[config.mk]
export PLATFORM = sky130hd
export DESIGN_NAME = decimal_entry
export DESIGN_NICKNAME = d
export VERILOG_FILES = /design/src/rtl/decimal_entry.sv
export SDC_FILE = /design/constraint.sdc
export NUM_CORES = 1
export LEC_CHECK = 0
export CORE_MARGIN = 2
export CORE_UTILIZATION = 46
export CTS_CLUSTER_SIZE = 24
export DETAILED_ROUTE_END_ITERATION = 12
export PLACE_DENSITY_LB_ADDON = 0.3
export SYNTH_ARGS = -nofsm -noshare
export SYNTH_HDL_FRONTEND = slang
export SYNTH_SLANG_ARGS = --single-unit
[constraint.sdc]
create_clock -name clk -period 5.6 [get_ports clk]
set_input_delay 1.12 -clock clk [delete_from_list [all_inputs] [get_ports clk]]
set_output_delay 1.12 -clock clk [all_outputs]
set_load 0.02 [all_outputs]
[src/rtl/decimal_entry.sv]
// Two-digit signed decimal keypad entry: accumulates BCD digits and a sign from
// edge-detected keys and commits a 7-bit two's-complement value on enter.
module decimal_entry (
    input  logic       clk,
    input  logic       rst_n,
    input  logic       digit_key,
    input  logic [3:0] digit_in,
    input  logic       neg_key,
    input  logic       clear_key,
    input  logic       enter_key,
    output logic [6:0] val,
    output logic       val_valid,
    output logic       err,
    output logic       entry_neg,
    output logic [3:0] entry_tens,
    output logic [3:0] entry_ones,
    output logic [1:0] digit_count
);

    localparam int unsigned VAL_W = 7;
    localparam int unsigned DIG_W = 4;
    localparam int unsigned CNT_W = 2;

    typedef enum logic [1:0] {
        EMPTY = 2'd0,
        ONE   = 2'd1,
        TWO   = 2'd2
    } state_t;

    state_t             state_q, state_d;
    logic [DIG_W-1:0]   tens_q, tens_d;
    logic [DIG_W-1:0]   ones_q, ones_d;
    logic               neg_q, neg_d;
    logic [VAL_W-1:0]   val_q, val_d;
    logic               val_valid_q, val_valid_d;
    logic               err_q, err_d;
    logic               prev_digit_q, prev_neg_q, prev_clear_q, prev_enter_q;

    logic               digit_evt, neg_evt, clear_evt, enter_evt;
    logic [VAL_W-1:0]   mag;
    logic               enter_legal;

    assign digit_evt = digit_key & ~prev_digit_q;
    assign neg_evt   = neg_key   & ~prev_neg_q;
    assign clear_evt = clear_key & ~prev_clear_q;
    assign enter_evt = enter_key & ~prev_enter_q;

    // Magnitude never exceeds 99, so 7 bits hold it exactly.
    assign mag         = VAL_W'(tens_q) * VAL_W'(10) + VAL_W'(ones_q);
    assign enter_legal = neg_q ? (mag <= VAL_W'(64)) : (mag <= VAL_W'(63));

    always_ff @(posedge clk or negedge rst_n) begin
        if (!rst_n) begin
            state_q      <= EMPTY;
            tens_q       <= '0;
            ones_q       <= '0;
            neg_q        <= 1'b0;
            val_q        <= '0;
            val_valid_q  <= 1'b0;
            err_q        <= 1'b0;
            prev_digit_q <= 1'b0;
            prev_neg_q   <= 1'b0;
            prev_clear_q <= 1'b0;
            prev_enter_q <= 1'b0;
        end else begin
            state_q      <= state_d;
            tens_q       <= tens_d;
            ones_q       <= ones_d;
            neg_q        <= neg_d;
            val_q        <= val_d;
            val_valid_q  <= val_valid_d;
            err_q        <= err_d;
            prev_digit_q <= digit_key;
            prev_neg_q   <= neg_key;
            prev_clear_q <= clear_key;
            prev_enter_q <= enter_key;
        end
    end

    // One event per cycle, priority clear > enter > digit > neg.
    always_comb begin
        state_d     = state_q;
        tens_d      = tens_q;
        ones_d      = ones_q;
        neg_d       = neg_q;
        val_d       = val_q;
        val_valid_d = 1'b0;
        err_d       = err_q;

        if (clear_evt) begin
            state_d = EMPTY;
            tens_d  = '0;
            ones_d  = '0;
            neg_d   = 1'b0;
            err_d   = 1'b0;
        end else if (enter_evt) begin
            if (enter_legal) begin
                val_d       = neg_q ? VAL_W'(VAL_W'(0) - mag) : mag;
                val_valid_d = 1'b1;
                err_d       = 1'b0;
            end else begin
                err_d = 1'b1;
            end
            state_d = EMPTY;
            tens_d  = '0;
            ones_d  = '0;
            neg_d   = 1'b0;
        end else if (digit_evt) begin
            if (digit_in > DIG_W'(9)) begin
                err_d = 1'b1;
            end else begin
                case (state_q)
                    EMPTY: begin
                        ones_d  = digit_in;
                        state_d = ONE;
                    end
                    ONE: begin
                        tens_d  = ones_q;
                        ones_d  = digit_in;
                        state_d = TWO;
                    end
                    default: err_d = 1'b1;
                endcase
            end
        end else if (neg_evt) begin
            neg_d = ~neg_q;
        end
    end

    assign val         = val_q;
    assign val_valid   = val_valid_q;
    assign err         = err_q;
    assign entry_neg   = neg_q;
    assign entry_tens  = tens_q;
    assign entry_ones  = ones_q;
    assign digit_count = CNT_W'(state_q);

endmodule
======== Yosys cells after proc, flatten, opt, wreduce, memory -nomap -nowiden ========
Cells that the tools add are included.
word-level totals
  bits of input ports ..................... 10
  logic and storage cells ................. 74
  flip-flop bits (word level) ............. 24
  output and inout bits ................... 20
cells by class
  bitwise logic cells ..................... 10
  add/subtract/negate cells ............... 2
  equality and inequality tests ........... 4
  reduce and logical (&&, ||, !) cells .... 13
  magnitude comparators ................... 3
  multiply operators ...................... 1
  muxes and demuxes ....................... 30
operators by type and width
  cell                                                            number
  2-to-1 mux 4 bit                                                10
  2-to-1 mux 1 bit                                                14
  AND reduction 3 bit                                             4
  nonzero test 3 bit                                              4
  2-to-1 mux 2 bit                                                4
  adder 7 x 4 -> 7 bit                                            1
  less-or-equal comparator 7 x 6 -> 1 bit, second input constant  1
  less-or-equal comparator 7 bit, second input constant           1
  2-to-1 mux 7 bit                                                1
  subtractor 1 x 7 -> 7 bit, first input constant                 1
  multiplier 4 x 3 -> 6 bit, second input constant                1
  NOT 1 bit                                                       6
  bitwise AND 1 bit                                               4
  > comparator 4 bit, second input constant                       1
  inequality test 4 x 1 -> 1 bit, second input constant           1
  one-hot mux 2 bit (2 select lines)                              1
  AND reduction 2 bit                                             2
  nonzero test 4 bit                                              1
  inequality test 3 x 1 -> 1 bit, second input constant           1
  inequality test 3 bit, second input constant                    1
  == test 2 x 1 -> 1 bit, second input constant                   1
  zero test 2 bit                                                 1
  OR reduction 2 bit                                              1

======== Logic depth before layout (Yosys ltp) ========
  depth in word-level cells ............... 7
  gate-level depth with buffers ........... 9
  gate-level depth less buffers ........... 9

======== Worst setup path after synthesis ========
No wires, ideal clock.
  kind .................................... register to register
  start point ............................. reg tens_q[1], in the netlist entry_tens[1]
  end point ............................... reg val_q[0], in the netlist val[0]
  setup time .............................. 0.125 ns
  stages on the path, launching flop included .. 10
  period minus slack after synthesis ...... 3.017 ns
  path buffers ............................ 0
  required time ........................... 5.475 ns
  arrival ................................. 2.892 ns
  setup slack ............................. 2.583 ns
  path through ............................ dfrtp_1 -> ha_1 -> ha_1 -> inv_1 -> fa_1 -> a21boi_0 -> o2bb2ai_4 -> o2111ai_2 -> a211oi_4 -> mux2_2
between the ends
  cells in the longest elaborated chain, start to end .. 5
  elaborated cells on any way between the ends .. 6
  those cells by class .................... 1 x add/sub; 1 x mul; 2 x order compare; 1 x mux; 1 x reduce/logical
RTL lines
  what                                                                                       line  source
  from (decl)                                                                                31    logic [DIG_W-1:0] tens_q, tens_d;
  from (signal assigned)                                                                     67    tens_q <= tens_d;
  multiplier 4 x 3 -> 6 bit (*)                                                              49    assign mag = VAL_W'(tens_q) * VAL_W'(10) + VAL_W'(ones_q);
  adder 7 x 4 -> 7 bit (*)                                                                   49
  less-or-equal comparator 7 x 6 -> 1 bit or less-or-equal comparator 7 bit (tied branches)  50    assign enter_legal = neg_q ? (mag <= VAL_W'(64)) : (mag <= VAL_W'(63));
  2-to-1 mux 1 bit (*)                                                                       50
  AND reduction 3 bit (no source line) (*)                                                   --
  to (signal assigned)                                                                       70    val_q <= val_d;
  to (decl)                                                                                  34    logic [VAL_W-1:0] val_q, val_d;
Every way passes the cells marked *; elsewhere a longest branch is shown, timed or not.
A chain may end at the register's enable or synchronous reset.

======== Worst setup path in the final report ========
  start point ............................. reg tens_q[1], in the netlist entry_tens[1]
  end point ............................... reg val_q[4], in the netlist val[4]
between the ends
  cells in the longest elaborated chain, start to end .. 5
  elaborated cells on any way between the ends .. 8
  those cells by class .................... 2 x add/sub; 1 x mul; 2 x order compare; 2 x mux; 1 x reduce/logical
RTL lines
  what                                                                                       line
  multiplier 4 x 3 -> 6 bit (*)                                                              49
  adder 7 x 4 -> 7 bit (*)                                                                   49
  less-or-equal comparator 7 x 6 -> 1 bit or less-or-equal comparator 7 bit (tied branches)  50
  2-to-1 mux 1 bit                                                                           50
  AND reduction 3 bit (no source line)                                                       --
Marks and branches as above.

==> impl_metrics.json <==
{
  "finClkSkew_ps": 2.429,
  "mean_area_per_synthesized_cell_um2": 11.23,
  "floorplan.die_area_mm2": 0.003536,
  "reg2regPathDepth": 9,
  "hold-path-endpoint": "val[2]",
  "initial_core_util": 0.4752,
  "area_of_the_mapped_netlist_mm2": 0.001415,
  "clk_transition_reported_paths_ps": 120,
  "drv_cap": 0,
  "run_status": "complete, no violations",
  "dp_cells": 185,
  "num_antenna_cells": 0,
  "area_of_the_core_region_mm2": 0.002978,
  "crit_arrival_ps": 3330,
  "netlist_cell_types": 39,
  "fin_crit_sh": 0.5580,
  "post_synth_and_or_nand_nor_area_fraction": 0.1530,
  "dr.pass1.iters": 4,
  "worst-endpoint-required_ps": 5810,
  "globalRouteOverflowTotal": 0,
  "area_growth_syn_to_layout_pct": 23.52,
  "htree_levels": 1,
  "postCtsSetupBuffers": 0,
  "critical_path.reg2reg.startpoint": "entry_tens[1]",
  "path_class": "flop to flop",
  "stdcell_area_mm2": 0.001748,
  "cellPowerDensity_mw_per_mm2": 204.1,
  "routedWlPerCell_um": 14.62,
  "final_antenna_net_count": 0,
  "number_of_warnings_issued_by_yosys": 0,
  "row_count": 20,
  "detail_route.iter0.violations": 16,
  "clock_sink_count": 24,
  "drc": 0,
  "critical_path.reg2reg.endpoint": "val[4]",
  "grt_max_degree": 25,
  "setup.reg_to_reg.worst_slack_ps": 2470,
  "setup_viol": 0,
  "max_slew_margin": 0.2883,
  "compound_gate_portion_of_the_synthesized_area": 0.1485,
  "edff_count_synth": 0,
  "cts-hold-fix-buffers": 0,
  "power.ir.vdd_worst_mv": 0.1554,
  "tritoncts.num_buffers": 3,
  "finalNonFillerCells": 188,
  "hold_start": "val[2]",
  "mostFrequentLayoutCells": "29 x sky130_fd_sc_hd__clkdlybuf4s50_1, 24 x sky130_fd_sc_hd__dfrtp_1, 9 x sky130_fd_sc_hd__a21oi_1",
  "synth_mux_area_frac": 0.08311,
  "post_route_cells_drive_above_1_share": 0.1355,
  "report.final.slew_viol_count": 0,
  "yosys.area_share.adder": 0.09903,
  "placement.cell_area_mm2": 0.001725,
  "hold_depth": 1,
  "placement.io_buffers": 29,
  "hpwl_mm": 2.178,
  "tns_ps": 0,
  "critical_path.max_fanout": 7,
  "critPathCaptureType": "flop",
  "crit_start": "entry_tens[1]",
  "start_kind": "flop",
  "postSynth.topFlopCell": "sky130_fd_sc_hd__dfrtp_1",
  "design.final.nets": 177,
  "fin_util": 0.5870,
  "cts_root_buffer": "sky130_fd_sc_hd__clkbuf_4",
  "first_global_vias": 1008,
  "share_of_the_yosys_chip_area_belonging_to_registers": 0.4244,
  "max_freq_mhz": 320.0,
  "finalHoldViolCount": 0,
  "routed-via-count": 1036,
  "synth_cells": 126,
  "cts_tree": "done",
  "antenna_found_initial": 0,
  "cts_buffer_depth": 2,
  "grt_setup_unrepaired": "no",
  "grt_util_all_layers": 0.1754,
  "synth.ff_latch_count": 24,
  "max_slew.worst_pin.slew_ps": 1064,
  "async_flop_share": 1.000,
  "yosys.area_share.xor_xnor": 0.05570,
  "finalWorstPathRequiredPeriod_ps": 3125,
  "hold_path.class": "flop to flop",
  "place.gp.congestion": 0.8102,
  "design.portCount": 30,
  "wl_mm": 2.749,
  "synth_fp_nets": 146,
  "grt_first_pass_wirelength_mm": 4.678,
  "synth_top_family_by_area": "simple AND/OR/NAND/NOR gates",
  "n_fill_cell": 255,
  "postCtsResizedCells": 0,
  "layout_commonest_cell": "sky130_fd_sc_hd__clkdlybuf4s50_1",
  "vias_per_cell": 5.511,
  "die_height_um": 59.47,
  "leakage_uw": 0.0007341,
  "clk-insertion-delay-late_ps": 310,
  "fp.dieW_um": 59.47
}
[through the flow]
stage | total power (µW) | hold slack [ps] | setup WS [ps]
after floorplan | 249.5 | 540.9 | 2583
after global placement | 285.8 | 492.1 | 2552
after detailed placement | 287.7 | 503.5 | 2477
after CTS | 359.7 | 533.0 | 2440
after global routing | 375.5 | 547.5 | 2300
final | 356.8 | 526.1 | 2475
[Yosys cell counts (2+ instances only)]
cell / count / area [µm²]
sky130_fd_sc_hd__ha_1: 8 / 100.1
sky130_fd_sc_hd__dfrtp_1: 24 / 600.6
sky130_fd_sc_hd__nand2b_1: 2 / 12.51
sky130_fd_sc_hd__mux2_2: 6 / 67.56
sky130_fd_sc_hd__xor2_1: 2 / 17.52
sky130_fd_sc_hd__clkbuf_1: 2 / 7.510
sky130_fd_sc_hd__or3_1: 2 / 12.51
sky130_fd_sc_hd__mux2i_1: 5 / 50.05
sky130_fd_sc_hd__a21oi_1: 9 / 45.04
sky130_fd_sc_hd__o21ai_0: 3 / 15.01
sky130_fd_sc_hd__xnor2_1: 7 / 61.31
sky130_fd_sc_hd__fa_1: 2 / 40.04
sky130_fd_sc_hd__nor2_1: 7 / 26.28
sky130_fd_sc_hd__and2b_2: 2 / 17.52
sky130_fd_sc_hd__nand2_1: 8 / 30.03
sky130_fd_sc_hd__inv_1: 8 / 30.03
sky130_fd_sc_hd__nand3_1: 7 / 35.03
[worst max path at each step]
| stage | end | slack (ps) | cells past startpoint |
|---|---|---|---|
| 4_1_cts | val[4] | 2440 | 9 |
| 2_1_floorplan | val[0] | 2580 | 9 |
| 3_3_place_gp | val[1] | 2550 | 9 |
| 6_report | val[4] | 2470 | 9 |
| 3_5_place_dp | val[4] | 2480 | 9 |
| 5_1_grt | val[4] | 2300 | 9 |
[logic make-up after synthesis]
family,after synthesis
multiplexers,11
flip-flops,24
AO/OA/AOI/OAI,23
XOR/XNOR,9
adder cells (fa/ha/maj),10
AND/OR/NAND/NOR,38
buffers and inverters,11
[per-layer routing]
metal / vias to the layer above / GRT usage / wire (µm) / share of wire
li1: 510 / - / - / -
met5: - / 0 / 0 / 0
met1: 503 / 0.2303 / 1245 / 0.45
met3: 7 / 0.01528 / 54 / 0.020
met2: 16 / 0.2983 / 1395 / 0.51
met4: 0 / 0.06818 / 54 / 0.020
[power by group]
part           internal [µW]  leakage, µW  total [µW]  switching [µW]
Clock                   25.1    0.0000138        73.5            48.3
Combinational           43.9     0.000401        87.3            43.3
Sequential               185     0.000319         196            11.0
Total                    254     0.000734         357             103
[state kept, by name (all words and copies together), names as in the netlist]
signal	count
prev_clear_q	1
digit_count	2
entry_ones	4
val_valid	1
prev_digit_q	1
prev_enter_q	1
entry_neg	1
prev_neg_q	1
err	1
entry_tens	4
val	7
[layout make-up]
class | instances | area (µm²) | share of cell area
well taps | 33 | 41.29 | 0.02362
multi-input cells | 91 | 763.2 | 0.4366
inverters | 8 | 30.03 | 0.01718
clock buffers | 3 | 22.52 | 0.01288
flip-flops and latches | 24 | 600.6 | 0.3436
repair buffers | 29 | 290.3 | 0.1661
[critical path, cell delays in order (launching register included)]
cell and delay (ps):
sky130_fd_sc_hd__dfrtp_1 460, sky130_fd_sc_hd__ha_1 310, sky130_fd_sc_hd__ha_1 130, sky130_fd_sc_hd__inv_1 40, sky130_fd_sc_hd__fa_1 480, sky130_fd_sc_hd__a21boi_0 330, sky130_fd_sc_hd__o2bb2ai_4 210, sky130_fd_sc_hd__o2111ai_2 210
sky130_fd_sc_hd__a211oi_4 460, sky130_fd_sc_hd__mux2_2 390
Power figures use the tool's default switching activity.
